===== src/rtl/bram_arb_ctrl.sv =====
// bram_arb_ctrl: two-master burst controller and round-robin arbiter in
// front of a single-port synchronous BRAM with a one-cycle registered read.
// One beat is issued per cycle while a burst runs; read data returns one
// cycle after each read beat, tagged by rvalid0/rvalid1.
module bram_arb_ctrl #(
  parameter int W_DATA = 32,
  parameter int W_WORD = 4
) (
  input  logic              clk,
  input  logic              rstn,
  // requester 0
  input  logic              req0,
  input  logic              we0,
  input  logic [W_WORD-1:0] addr0,
  input  logic [W_WORD-1:0] len0,
  input  logic [W_DATA-1:0] wdata0,
  output logic              gnt0,
  output logic              wready0,
  output logic              rvalid0,
  // requester 1
  input  logic              req1,
  input  logic              we1,
  input  logic [W_WORD-1:0] addr1,
  input  logic [W_WORD-1:0] len1,
  input  logic [W_DATA-1:0] wdata1,
  output logic              gnt1,
  output logic              wready1,
  output logic              rvalid1,
  // shared read return and status
  output logic [W_DATA-1:0] rdata,
  output logic              busy,
  // BRAM port
  output logic              bram_en,
  output logic              bram_we,
  output logic [W_WORD-1:0] bram_addr,
  output logic [W_DATA-1:0] bram_din,
  input  logic [W_DATA-1:0] bram_dout
);

  typedef enum logic {
    IDLE  = 1'b0,
    BURST = 1'b1
  } state_t;

  state_t            state;
  logic              owner;     // 0 = requester 0 owns the burst, 1 = requester 1
  logic              is_wr;     // burst direction captured at grant
  logic              rr_last;   // requester served most recently
  logic [W_WORD-1:0] cur_addr;  // address of the beat issued this cycle
  logic [W_WORD-1:0] beat_cnt;  // beats remaining after the current one

  logic              rd_vld_p1; // a read beat was issued last cycle
  logic              rd_own_p1; // owner of that read beat

  logic              win_any;
  logic              win_sel;
  logic              win_we;
  logic [W_WORD-1:0] win_addr;
  logic [W_WORD-1:0] win_len;

  // Round-robin choice: a lone requester always wins; on a tie the one not
  // served last wins.
  function automatic logic pick_winner(input logic r0, input logic r1,
                                       input logic last);
    if (r0 && r1) begin
      return ~last;
    end
    return r1;
  endfunction

  // Next beat address, wrapping modulo the memory depth.
  function automatic logic [W_WORD-1:0] next_addr(input logic [W_WORD-1:0] a);
    return a + W_WORD'(1);
  endfunction

  // Winner selection and mux of its command fields.
  always_comb begin
    win_any  = req0 | req1;
    win_sel  = pick_winner(req0, req1, rr_last);
    win_we   = win_sel ? we1   : we0;
    win_addr = win_sel ? addr1 : addr0;
    win_len  = win_sel ? len1  : len0;
  end

  // Control FSM: arbitrate in IDLE, step address and beat counter in BURST.
  always_ff @(posedge clk or negedge rstn) begin
    if (!rstn) begin
      state    <= IDLE;
      owner    <= 1'b0;
      is_wr    <= 1'b0;
      rr_last  <= 1'b1;
      cur_addr <= '0;
      beat_cnt <= '0;
      gnt0     <= 1'b0;
      gnt1     <= 1'b0;
    end else begin
      gnt0 <= 1'b0;
      gnt1 <= 1'b0;
      if (state == IDLE) begin
        if (win_any) begin
          owner    <= win_sel;
          rr_last  <= win_sel;
          is_wr    <= win_we;
          cur_addr <= win_addr;
          beat_cnt <= win_len;
          gnt0     <= ~win_sel;
          gnt1     <= win_sel;
          state    <= BURST;
        end
      end else begin
        cur_addr <= next_addr(cur_addr);
        beat_cnt <= beat_cnt - W_WORD'(1);
        if (beat_cnt == '0) begin
          state <= IDLE;
        end
      end
    end
  end

  // ---- stage p1: read-return tag, aligned with the BRAM's registered dout
  // Tag each issued read beat so its data can be steered one cycle later.
  always_ff @(posedge clk or negedge rstn) begin
    if (!rstn) begin
      rd_vld_p1 <= 1'b0;
      rd_own_p1 <= 1'b0;
    end else begin
      rd_vld_p1 <= (state == BURST) && !is_wr;
      rd_own_p1 <= owner;
    end
  end

  // BRAM drive and per-requester strobes, all quiet outside a burst.
  always_comb begin
    busy      = (state == BURST);
    bram_en   = busy;
    bram_we   = busy & is_wr;
    bram_addr = busy ? cur_addr : '0;
    bram_din  = '0;
    if (busy && is_wr) begin
      bram_din = owner ? wdata1 : wdata0;
    end
    wready0   = busy & is_wr & ~owner;
    wready1   = busy & is_wr & owner;
    rvalid0   = rd_vld_p1 & ~rd_own_p1;
    rvalid1   = rd_vld_p1 & rd_own_p1;
    rdata     = bram_dout;
  end

endmodule


===== config.mk =====
export PLATFORM = sky130hd
export DESIGN_NAME = bram_arb_ctrl
export DESIGN_NICKNAME = d
export VERILOG_FILES = /design/src/rtl/bram_arb_ctrl.sv
export SDC_FILE = /design/constraint.sdc
export NUM_CORES = 1
export LEC_CHECK = 0
export ABC_CLOCK_PERIOD_IN_PS = 1300
export CORE_MARGIN = 2
export CORE_UTILIZATION = 27
export DETAILED_ROUTE_END_ITERATION = 12
export PLACE_DENSITY = 0.84
export SYNTH_ARGS = -nofsm -noshare
export SYNTH_HDL_FRONTEND = slang
export SYNTH_SLANG_ARGS = --single-unit

===== constraint.sdc =====
create_clock -name clk -period 1.3 [get_ports clk]
set_input_delay 0.13 -clock clk [delete_from_list [all_inputs] [get_ports clk]]
set_output_delay 0.13 -clock clk [all_outputs]
set_load 0.02 [all_outputs]

## After elaboration in Yosys (flattened, before gate mapping)

Cells that the tools add are included.

- Add/sub/neg operators: 2
- Multiplexer cells: 20
- Bitwise gates (word level): 11
- Reduce and logical (&&, ||, !) cells: 7

Operator list:

| cell | number |
|---|---|
| two-way mux 32 bit | 2 |
| two-way mux 4 bit | 7 |
| two-way mux 1 bit | 11 |
| bitwise AND 1 bit | 5 |
| NOT 1 bit | 5 |
| adder 4 x 1 -> 4 bit, second input constant | 1 |
| zero test 4 bit | 1 |
| subtractor 4 x 1 -> 4 bit, second input constant | 1 |
| logical AND 1 bit | 3 |
| AND reduction 2 bit | 1 |
| nonzero test 2 bit | 1 |
| zero test 1 bit | 1 |
| bitwise OR 1 bit | 1 |

- Register bits: 16
- Bits of input ports: 118
- Output and inout port bits: 77
- Word-level logic and storage cells: 50

## Depth between registers and ports, before layout

Gate-level depths: netlist of the first run.

- Depth after elaboration: 6
- Mapped depth: 5
- Gate-level depth less buffers: 4

## Worst setup path before layout of the first run

OpenSTA, ideal clock, no wires.

- Path type: register -> output
- Start point: register state, in the netlist bram_en
- End point: output port bram_din[10]
- Data arrival time: 1.246 ns
- Required time: 1.170 ns
- Slack: -0.076 ns
- Cell stages (with the launch flop): 4
- Buffers on the path: 1
- Cell sequence: dfrtp_1 > nand2_1 > clkbuf_1 > nor2_1

- Longest elaborated chain between the ends: 2

RTL lines:

| element | RTL line | source |
|---|---|---|
| from (decl) | 45 | `state_t state;` |
| from (signal assigned) | 88 | `state <= IDLE;` |
| from (signal assigned) | 108 | `state <= BURST;` |
| from (signal assigned) | 114 | `state <= IDLE;` |
| logical AND 1 bit | 139 | `if (busy && is_wr) begin` |
| two-way mux 32 bit | 139 |  |
| to (decl) | 36 | `output logic [W_DATA-1:0] bram_din,` |

Every way passes these cells.

## Worst setup path in the final report of the first run

- Start point: register owner
- End point: output port bram_din[7]

- Longest elaborated chain between the ends: 2

RTL lines:

| element | RTL line | source |
|---|---|---|
| from (decl) | 46 | `logic owner;` |
| from (signal assigned) | 101 | `owner <= win_sel;` |
| two-way mux 32 bit | 140 | `bram_din = owner ? wdata1 : wdata0;` |
| two-way mux 32 bit | 139 |  |

Every way passes these cells.

==> results of run 1 <==
## layout make-up
cell class | instances | share of cell area, %
clock buffer | 4 | 1.60
timing repair buffer | 172 | 50.0
sequential | 16 | 11.8
inverter | 4 | 0.547
tap | 75 | 2.73
multi-input combinational | 133 | 33.3
## final timing paths
check / to / cells after the start / slack, ns / from
hold reg to reg: beat_cnt[0] / 1 / 0.53 / beat_cnt[0]
setup / recovery: bram_din[7] / 5 / -0.28 / owner
setup reg to reg: cur_addr[0] / 4 / 0.01 / rr_last
max in group asynchronous: rr_last / 2 / 0.84 / rstn
hold / removal: cur_addr[2] / 2 / 0.21 / rstn
min in group clk: rdata[21] / 0 / 0.26 / bram_dout[21]
## worst max-delay path, delay by kind of cell (launching register included)
kind                   cells  cell delay, ns
AND/OR/NAND/NOR            1            0.11
buffers and inverters      3            0.42
flip-flops                 1            0.49
multiplexers               1            0.17
## kinds of logic (layout without fill, tap and decap cells)
logic type / after synthesis / in the layout
fa+ha+maj: 3 / 3
compound gates: 26 / 26
flops: 16 / 16
xor+xnor: 4 / 4
mux: 35 / 35
simple gates: 65 / 65
buf+inv: 50 / 180
## Yosys cell counts (all sizes together), types with 4 or more instances
cell	instances	area share (%)
nor2	40	9.1
a211oi	5	2.6
buf	41	18
clkbuf	5	1.1
and2	6	2.4
nor2b	6	2.3
o21ai	5	1.5
dfrtp	15	23
mux2i	35	21
nand2	4	0.91
inv	4	0.91
## repair_timing
action / in CTS / in global routing
resized for setup: 131 / 140
hold endpoints to repair: 0 / 0
pin swaps: 0 / 7
buffers inserted: 0 / 12
setup endpoints to repair: 46 / 47
gates cloned: 1 / 2
## where the power goes
part / switching [W] / internal (W)
combinational: 0.00276 / 0.00318
clock: 0.000167 / 0.000269
sequential: 0.000205 / 0.000759
total: 0.00313 / 0.00421
## sequential cells by signal, summed over array words and instances (netlist names)
signal and cells:
beat_cnt 4, bram_en 1, cur_addr 4, gnt0 1
gnt1 1, is_wr 1, owner 1, rd_own_p1 1
rd_vld_p1 1, rr_last 1
## placed cells by master, fill, tap and decap left out, drive strengths merged, types with 4 or more instances in the layout
| master | count |
|---|---|
| o21ai | 5 |
| nand2 | 4 |
| a211oi | 5 |
| clkbuf | 11 |
| dlygate4sd2 | 4 |
| and2 | 6 |
| dfrtp | 15 |
| clkdlybuf4s50 | 84 |
| mux2i | 35 |
| nor2 | 40 |
| nor2b | 6 |
| buf | 76 |
## routing by layer
layer  global-route usage, %  vias to the layer above
met5                       0                        -
met4                    5.50                        0
met3                    4.13                       12
met2                    28.4                       84
met1                    17.9                      885
li1                        -                      908
## through the flow
step	power, W	setup WS, ns	area (µm²)	instances
finish	0.00734	-0.279	3430	404
global route	0.00779	-0.324	3430	404
CTS	0.00606	-0.325	3020	391
detailed placement	0.00586	-0.293	3040	386
global placement	0.00575	-0.262	3040	386
floorplan	0.00375	0.0638	1730	199
==> impl_metrics.json, run 1 <==
{
  "drt_iter0_markers": 48,
  "drv_cap": 0,
  "dp_hpwl_um": 4800,
  "synth_mux_area_share_pct": 21.2,
  "clk_latency_ns": 0.25,
  "wl_met1_um": 2330,
  "crit_path_max_incr_delay_ns": 0.49,
  "gp_congestion": 0.778,
  "setup_ws_ns": -0.279,
  "setup.worst_path.start_class": "flip-flop",
  "start_util_pct": 27.9,
  "max-slew-margin-rel_pct": 75.3,
  "cts_max_level": 1,
  "cts_tree": "built",
  "final_nets": 451,
  "syn-cell-area_um2": 1650,
  "fillers": 510,
  "grt_pass1_wl_um": 8210,
  "area_growth_pct": 108,
  "rows": 28,
  "synth-main-ff-cell": "dfrtp_1",
  "tightest_slew_ns": 0.370,
  "utilization_pct": 58.0,
  "synth_nets": 320,
  "hold_violations": 0,
  "clk_root_buffer_cell": "clkbuf_8",
  "clock.fmax_mhz": 633,
  "crit_path_cell_trace": "buf_12 -> buf_6 -> mux2i_4 -> nor2_2 -> buf_6",
  "cp_common_cell": "buf_6",
  "clockBufferDepth": 2,
  "clk_pin_slew_worst_paths_ns": 0.06,
  "crit_type": "flip-flop to output pin",
  "antenna_found_initial": 0,
  "final_max_slew_viol_count": 0,
  "power_density_nw_per_um2": 2140,
  "cp_slowest_cell": "dfrtp_2",
  "synth_seq_cells": 16,
  "wl_per_cell_um": 15.7,
  "vias": 1889,
  "die_area_um2": 6760,
  "synthSimpleGateAreaFrac_pct": 18.0,
  "yosys_warnings": 0,
  "first_global_vias": 1789,
  "crit_arrival_ns": 1.45,
  "fin_setup_tns_ns": -7.09,
  "num_antenna_cells": 0,
  "ys_async_sr_fraction_pct": 100,
  "register_area_um2": 404,
  "ys_seq_area_share_pct": 24.3,
  "synth_edf_count": 0,
  "io_buffer_count": 130,
  "drc": 0,
  "drive_above_1_share_pct": 45.3,
  "coreArea_um2": 5920,
  "synth_top_family_by_area": "multiplexers",
  "wl_met2_um": 3380,
  "wl_met3_um": 496,
  "die_x_um": 82.2,
  "synth_area_per_cell_um2": 8.30,
  "synth_fa_ha_area_share_pct": 2.27,
  "rsz0062_at_grt": "yes",
  "crit_fanout": 7,
  "ir_drop_mv": 1.03,
  "violations": "negative setup slack",
  "routed_via_density": 4.68,
  "yosysUniqueCellTypes": 35,
  "grt_max_degree": 20,
  "routed_wl_um": 6350,
  "period_share_pct": 121,
  "p_leak_nw": 1.46,
  "setup_viol": 32,
  "numCtsBuffers": 3,
  "top_layer": "met4",
  "finalHoldWorstSlack_ns": 0.209,
  "drt.antenna.violating_nets": 0,
  "ios": 195,
  "postCtsHoldBufs": 0,
  "required_ns": 1.17,
  "clock_sinks": 16,
  "status": "complete, but fails checks",
  "grt_use_total_pct": 15.8,
  "worst_clock_skew_ns": 0.00408,
  "die-height_um": 82.2,
  "synth-xor-area-share_pct": 2.12,
  "firstDrtPassIters": 4,
  "synth_compound_area_share_pct": 11.7,
  "synthCells": 199,
  "end_kind": "output pin",
  "multi_input_area_um2": 1140,
  "gr-total-overflow": 0,
  "layout_min_cycle_time_ns": 1.58,
  "hold_path_class": "input port to async pin"
}
Power figures use the tool's default switching activity.
==> inputs of run 2 (changes only) <==
==> constraint.sdc (replaced) <==
create_clock -name clk -period 1.3 [get_ports clk]
set_input_delay 0.195 -clock clk [delete_from_list [all_inputs] [get_ports clk]]
set_output_delay 0.195 -clock clk [all_outputs]
set_load 0.02 [all_outputs]
==> run 2 against run 1 <==
- the flow still finishes with violations (negative setup slack)
- clock skew shrank 0.0036 ns
- via count grew 0.69%
- die area stayed put
- utilization is 1.8 points higher
- largest cell class unchanged
- critical path type unchanged
==> impl_metrics.json, run 2 (synthesized netlist as in run 1, its figures left out) <==
{
  "die-height_um": 82.2,
  "violations": "negative setup slack",
  "clock.fmax_mhz": 614,
  "clk_latency_ns": 0.25,
  "crit_fanout": 14,
  "dp_slack_ns": -0.371,
  "setup_viol": 42,
  "p_leak_nw": 1.52,
  "fin_cells": 411,
  "wl_met1_um": 2300,
  "clk_pin_slew_worst_paths_ns": 0.06,
  "io_buffer_count": 130,
  "hold_violations": 0,
  "tightest_slew_ns": 0.396,
  "coreArea_um2": 5920,
  "routed_wl_um": 6270,
  "r2r_slack_ns": -0.07,
  "hold_path_class": "input port to async pin",
  "top_layer": "met4",
  "crit_end": "bram_din[22]",
  "cts_tree": "built",
  "p_total_w": 0.00767,
  "setup_ws_ns": -0.328,
  "crit_path_max_incr_delay_ns": 0.45,
  "grt_use_total_pct": 16.1,
  "clk_root_buffer_cell": "clkbuf_8",
  "cp.buffers_inverters": 3,
  "drv_cap": 0,
  "postLayoutCellArea_um2": 3540,
  "die_area_um2": 6760,
  "layout_min_cycle_time_ns": 1.63,
  "routed_via_density": 4.63,
  "drive_above_1_share_pct": 50.0,
  "grt_max_degree": 20,
  "antenna_found_initial": 0,
  "max-slew-margin-rel_pct": 73.4,
  "gr-total-overflow": 0,
  "final_cell_mix": "clkdlybuf4s50_1, buf_4, buf_6, nor2_2, mux2i_1",
  "clock_sinks": 16,
  "required_ns": 1.11,
  "setup.worst_path.start_class": "flip-flop",
  "crit_arrival_ns": 1.43,
  "ios": 195,
  "wl_met3_um": 515,
  "dp_hpwl_um": 4790,
  "crit_path_cell_trace": "buf_12 -> buf_4 -> mux2i_2 -> nor2_2 -> buf_4",
  "drt.antenna.violating_nets": 0,
  "area_growth_pct": 114,
  "critPathLaunch": "owner",
  "cp_common_cell": "buf_4",
  "crit_type": "flip-flop to output pin",
  "gp_congestion": 0.839,
  "first_global_vias": 1842,
  "wl_per_cell_um": 15.3,
  "place_inst": 387,
  "num_antenna_cells": 0,
  "wl_met2_um": 3330,
  "largest_registers": "beat_cnt: 4 flops, cur_addr: 4 flops",
  "worst_clock_skew_ns": 0.000482,
  "cp_slowest_cell": "dfrtp_2",
  "r2r_end": "cur_addr[2]",
  "final_nets": 458,
  "vias": 1902,
  "rsz0062_at_grt": "yes",
  "die_x_um": 82.2,
  "status": "complete, but fails checks",
  "rows": 28,
  "grt_pass1_wl_um": 8430,
  "cts_max_level": 1,
  "cp_top_family": "buffers and inverters",
  "utilization_pct": 59.8,
  "crit-reg2reg-launch": "bram_en",
  "firstDrtPassIters": 4,
  "final_common_cell": "clkdlybuf4s50_1",
  "start_util_pct": 27.9,
  "drt_iter0_markers": 57,
  "drc": 0,
  "numCtsBuffers": 3,
  "ff2ff_path_depth": 6,
  "end_kind": "output pin",
  "final_max_slew_viol_count": 0,
  "place_area_um2": 3060,
  "clockBufferDepth": 2,
  "period_share_pct": 125,
  "power_density_nw_per_um2": 2170,
  "ir_drop_mv": 1.06,
  "cp_num_cells": 5
}
==> run 2: cell type report <==
cell class | count | area (µm²)
Inverter | 4 | 18.8
Clock buffer | 4 | 55.1
Tap cell | 75 | 93.8
Timing Repair Buffer | 179 | 1770
Sequential cell | 16 | 404
Multi-Input combinational cell | 133 | 1200
Fill cell | 483 | 2380
==> run 2: what timing repair did <==
action / CTS / global route
endpoints found under the setup margin: 55 / 52
pin swaps: 1 / 10
buffers inserted: 3 / 18
gates resized for setup: 144 / 150
hold buffers: 0 / 0
gates cloned: 1 / 0
==> run 2: per-stage QoR <==
step	TNS (ns)	hold slack, ns
6_report	-8.34	0.159
5_1_grt	-10.95	0.171
4_1_cts	-9.23	0.149
3_5_place_dp	-14.32	0.390
3_3_place_gp	-13.43	0.390
2_1_floorplan	-0.0245	-0.101
==> run 2: power breakdown <==
part           total [W]  internal [W]  switching, W  leakage, nW
clock           0.000433      0.000269      0.000164       0.0288
sequential      0.000963      0.000760      0.000204        0.188
combinational    0.00627       0.00344       0.00283         1.30
==> run 2: worst min path at each step <==
stage / to / slack [ns] / start / cells after the start
floorplan: beat_cnt[0] / -0.10 / rstn / 0
global placement: rdata[0] / 0.39 / bram_dout[0] / 0
detailed placement: rdata[0] / 0.39 / bram_dout[0] / 0
CTS: beat_cnt[3] / 0.15 / rstn / 1
global route: beat_cnt[3] / 0.17 / rstn / 1
finish: beat_cnt[3] / 0.16 / rstn / 1
==> run 2: layer usage <==
metal | vias to the layer above | track usage (%)
met1 | 884 | 18.9
met4 | 0 | 6.33
met5 | - | 0
met2 | 83 | 27.8
met3 | 14 | 4.13
li1 | 921 | -
==> edit 1: new RTL, settings of run 2 <==
Reset style: synchronous (`rstn`), changed in 2 clocked blocks.
--- a/src/rtl/bram_arb_ctrl.sv
+++ b/src/rtl/bram_arb_ctrl.sv
@@ -83,7 +83,7 @@
   end
 
   // Control FSM: arbitrate in IDLE, step address and beat counter in BURST.
-  always_ff @(posedge clk or negedge rstn) begin
+  always_ff @(posedge clk) begin
     if (!rstn) begin
       state    <= IDLE;
       owner    <= 1'b0;
@@ -119,7 +119,7 @@
 
   // ---- stage p1: read-return tag, aligned with the BRAM's registered dout
   // Tag each issued read beat so its data can be steered one cycle later.
-  always_ff @(posedge clk or negedge rstn) begin
+  always_ff @(posedge clk) begin
     if (!rstn) begin
       rd_vld_p1 <= 1'b0;
       rd_own_p1 <= 1'b0;
Function: differs if rstn is asserted again (counterexample within 4 cycles, from zero or initial values and one cycle with rstn low); with rstn held inactive, the same outputs for 10 cycles.
==> edit 1 against run 2 <==
- the run still ends with negative setup slack left
- area after synthesis about the same
- critical endpoint is now bram_din[23]
- first-iteration DRC count fell by 33%
- largest cell class unchanged
- register-to-register slack better by 0.09 ns
- worst setup slack gained 0.039 ns
- sequential cell count stayed put
- highest routed layer unchanged
- utilization increased by 8.9 points
- routed wire length up 23%
- final area rose by 15%
- clock skew up 0.0035 ns
- sequential share of layout area down 3.2 points
Power is left out: it rests on default switching activity, and per cell area and clock period it moved more than threefold.
==> edit 1: results (changes against run 2) <==
OUTCOME
-------------------------------------------------------------------------------------
Run status                                                               finished with violations
Violations in the final reports                                          negative setup slack

WORST HOLD PATH
-------------------------------------------------------------------------------------
Type of the most critical hold path                                      primary input to output pin

DETAILED ROUTING
-------------------------------------------------------------------------------------
Via count of the routed design                                                  2,052   +7.9%
Detail-routed net length per standard cell                                    18.2 um   +19%
Met3 layer wire length in the routed design                                    637 um   +24%
Detailed-route wire length on metal 1                                         2.46 mm   +6.8%
Count of routing violations after the opening detailed-route iteration             38   -33%
Met2 wire length                                                              4.47 mm   +34%

LOGIC SYNTHESIS
-------------------------------------------------------------------------------------
Commonest cells in the synthesized netlist                               39 x nor2_1, 36 x buf_4, 32 x mux2i_1
Syn nets                                                                          327   +2.2%
Async S/R FF share, synth                                                          0%   -100 points
Top area cells in the synthesized netlist                                dfxtp_1 19%, mux2i_1 19%, buf_4 16%, nor2_1 8.9%, buf_2 2.7%
Number of library cell types mapped by synthesis                                   40   +14%
Proportion of synthesized chip area in sequential cells                         19.4%   -4.9 points
Most used flip-flop cell after synthesis                                      dfxtp_1

WORST SETUP PATH
-------------------------------------------------------------------------------------
Largest fanout of any net on the critical path                                      8   -6
R2R Setup Slk                                                                 0.02 ns   +0.09 ns
Reg-to-Reg End                                                                rr_last
Critical path origin                                                            owner
Worst setup path endpoint                                                bram_din[23]
Logic depth of the worst register-to-register path                                  4   -2
Worst r2r src                                                                 bram_en
Arrival time worst endpoint                                                   1.39 ns   -0.04 ns

GLOBAL ROUTE
-------------------------------------------------------------------------------------
GRT met2 Usage                                                                  43.2%   +15 points
Global-route wire length before repair                                        10.8 mm   +28%
Met3 track demand over resource                                                 5.98%   +1.8 points
Maximum number of pins on one net before global-route repair                       17   -15%
Global-route total usage across every layer                                     21.3%   +5.2 points
Global Route met1 Usage                                                         20.3%   +1.4 points

TIMING
-------------------------------------------------------------------------------------
Final worst-path setup slack                                                -0.289 ns   +0.0394 ns
Setup violation total in the final timing report                                   33   -21%
Sum of negative setup slack                                                  -7.90 ns   +0.439 ns
Remaining max-slew budget at the tightest pin                                   77.8%   +4.4 points
Layout Skew                                                                0.00396 ns   +0.00348 ns

PLACED DESIGN
-------------------------------------------------------------------------------------
DP Area                                                                  0.00329 mm^2   +7.7%
Final GP Congestion                                                             0.845   +0.64%

LAYOUT
-------------------------------------------------------------------------------------
Share of layout cells above drive strength 1                                    51.7%   +1.7 points
Final net count                                                                   470   +2.6%

edit 1: changes by cell type after synthesis, moves of 4 or more:
cell,run 2,this run
dfxtp_1,0,16
clkbuf_1,5,1
a32oi_1,0,4
dfrtp_1,15,0
inv_1,4,8
buf_2,5,9
edit 1: area by class of cell:
cell class	count	area, um^2	share of cell area (%)
Tap cell	75	93.8	2.31
Sequential cell	16	334	8.21
Clock buffer	4	55.1	1.35
Timing Repair Buffer	184	1950	48.0
Inverter	8	32.5	0.799
Multi-Input combinational cell	136	1600	39.4
edit 1: cell families (layout without fill, tap and decap cells):
group | count (synthesis) | count (layout) | share of synthesized area [%]
AO/OA/AOI/OAI | 33 | 33 | 17.2
adder cells (fa/ha/maj) | 3 | 3 | 2.27
multiplexers | 34 | 34 | 21.0
flip-flops | 16 | 16 | 19.4
buffers and inverters | 54 | 196 | 21.2
AND/OR/NAND/NOR | 66 | 66 | 19.0
edit 1: metrics by stage:
| stage | hold slack (ns) | utilization [%] | cells |
|---|---|---|---|
| after CTS | 0.390 | 66.3 | 417 |
| after floorplan | 0.338 | - | 206 |
| after detailed placement | 0.390 | 55.6 | 402 |
| final | 0.390 | 68.7 | 423 |
| after global placement | 0.390 | 55.6 | 402 |
| after global routing | 0.390 | 68.7 | 423 |
edit 1: what timing repair did:
action                     CTS  global route
setup endpoints to repair   54            47
gates cloned                 3             1
gates resized for setup    283            33
setup buffers                8             5
pin swaps                   22             6
edit 1: worst max-delay path, stage by stage, from the launching register on:
cell and delay, ns:
dfxtp_4 0.39, buf_12 0.14, buf_16 0.16, mux2i_4 0.27, nor2_4 0.05, buf_6 0.13
==> edit 2: new RTL, flow settings as in run 2 <==
Made on the original files. Change the parameter `W_DATA` from 32 to 48.
--- a/src/rtl/bram_arb_ctrl.sv
+++ b/src/rtl/bram_arb_ctrl.sv
@@ -3,7 +3,7 @@
 // One beat is issued per cycle while a burst runs; read data returns one
 // cycle after each read beat, tagged by rvalid0/rvalid1.
 module bram_arb_ctrl #(
-  parameter int W_DATA = 32,
+  parameter int W_DATA = 48,
   parameter int W_WORD = 4
 ) (
   input  logic              clk,
Interface: changed (5 resized); port bits go from 195 to 275. No check against the original RTL was run, so the function may have changed too.
==> edit 2 against run 2 <==
- the flow still finishes with violations (negative setup slack)
- sequential cell count did not move
- total power up 22%
- area after synthesis rose by 22%
- utilization increased by 0.74 points
- via count grew 27%
- cell count grew 26%
- final area is 23% higher
- worst setup slack worse by 0.0065 ns
- routed wire length is 50% higher
==> edit 2: results (changes against run 2) <==
LOGIC SYNTHESIS
-------------------------------------------------------------------------------------
Top area cells in the synthesized netlist                                mux2i_1 25%, buf_4 19%, dfrtp_1 19%, nor2_1 10%, ha_1 1.9%
Commonest cells in the synthesized netlist                               56 x nor2_1, 51 x mux2i_1, 50 x buf_4
Adder-cell area share of the yosys netlist                                      1.87%   -0.40 points
Multiplexer share of the synthesized area                                       25.4%   +4.2 points
Post-Synth XOR/XNOR Area                                                        1.74%   -0.38 points
Compound-cell area share of the yosys netlist                                   9.60%   -2.1 points
Syn nets                                                                          420   +31%

GLOBAL ROUTE
-------------------------------------------------------------------------------------
Number of antenna violations at the first check in global routing                   1   +1
Global-route total usage across every layer                                     20.4%   +4.3 points
Number of global-route vias before repair                                       2,373   +29%
Global-route wire length before repair                                        13.1 mm   +55%
Maximum number of pins on one net before global-route repair                       25   +25%

TIMING
-------------------------------------------------------------------------------------
Setup violation total in the final timing report                                   61   +45%
Remaining max-slew budget at the tightest pin                                   72.3%   -1.1 points
Layout Skew                                                                0.00203 ns   +0.00155 ns
Final worst-path setup slack                                                -0.335 ns   -0.00653 ns

DETAILED ROUTING
-------------------------------------------------------------------------------------
Detailed-route wire length on metal 1                                         3.20 mm   +39%
Met2 wire length                                                              5.07 mm   +52%
Count of routing violations after the opening detailed-route iteration             64   +12%
Detail-routed net length per standard cell                                    18.1 um   +18%
Met3 layer wire length in the routed design                                    770 um   +50%

PWR
-------------------------------------------------------------------------------------
Leakage power figure                                                          1.85 nW   +22%
Worst voltage drop across the vdd grid                                       0.946 mV   -11%

PLACED DESIGN
-------------------------------------------------------------------------------------
DPL Wire Length                                                               6.80 mm   +42%
Final GP Congestion                                                             0.941   +12%

OUTCOME
-------------------------------------------------------------------------------------
Run status                                                               finished with violations
Violations in the final reports                                          negative setup slack

## edit 2: layout make-up
class	instances	area, um^2	share of cell area, %
repair buffers	230	2250	51.4
multi-input cells	165	1520	34.7
flip-flops and latches	16	404	9.25
well taps	99	124	2.84
clock buffers	4	55.1	1.26
inverters	4	21.3	0.487
diodes	1	2.50	0.0573
## edit 2: per-stage QoR
stage	area (um^2)	std cells	setup slack (ns)	setup TNS, ns	hold WS (ns)
after floorplan	2140	251	-0.0646	-0.0646	-0.101
final	4370	519	-0.335	-14.15	0.260
after detailed placement	3820	487	-0.419	-22.04	0.390
after global routing	4370	519	-0.385	-17.42	0.284
after global placement	3820	487	-0.383	-20.75	0.390
after CTS	3870	500	-0.399	-13.90	0.271
## edit 2: critical path: cells and delay by family (launching register included)
kind	cells	cell delay [ns]
AND/OR/NAND/NOR	1	0.13
flip-flops	1	0.44
multiplexers	1	0.18
buffers and inverters	3	0.44
## edit 2: report_power, final
part / internal (mW) / switching (mW)
logic: 4.21 / 3.72
registers: 0.758 / 0.187
clock network: 0.269 / 0.187
## edit 2: what timing repair did
item / 4_1_cts / 5_1_grt
setup buffers: 7 / 15
pin swaps: 0 / 6
gates resized for setup: 258 / 109
setup endpoints to repair: 70 / 64
gates cloned: 2 / 4
## edit 2: path summary, 6_finish.rpt
kind / from / end / cells after the start
worst max-delay path: owner / bram_din[29] / 5
worst min-delay path: rstn / cur_addr[2] / 2
worst max register to register: bram_en / beat_cnt[3] / 6
worst min register to register: beat_cnt[0] / beat_cnt[0] / 1
max in group asynchronous: rstn / rr_last / 2
min in group clk: bram_dout[6] / rdata[6] / 0
## edit 2: layer usage
metal  global-route usage (%)  vias up
met4                     9.62        0
met2                     37.9      136
met1                     20.4     1095
met3                     6.62       39
met5                        0        -
li1                         -     1137
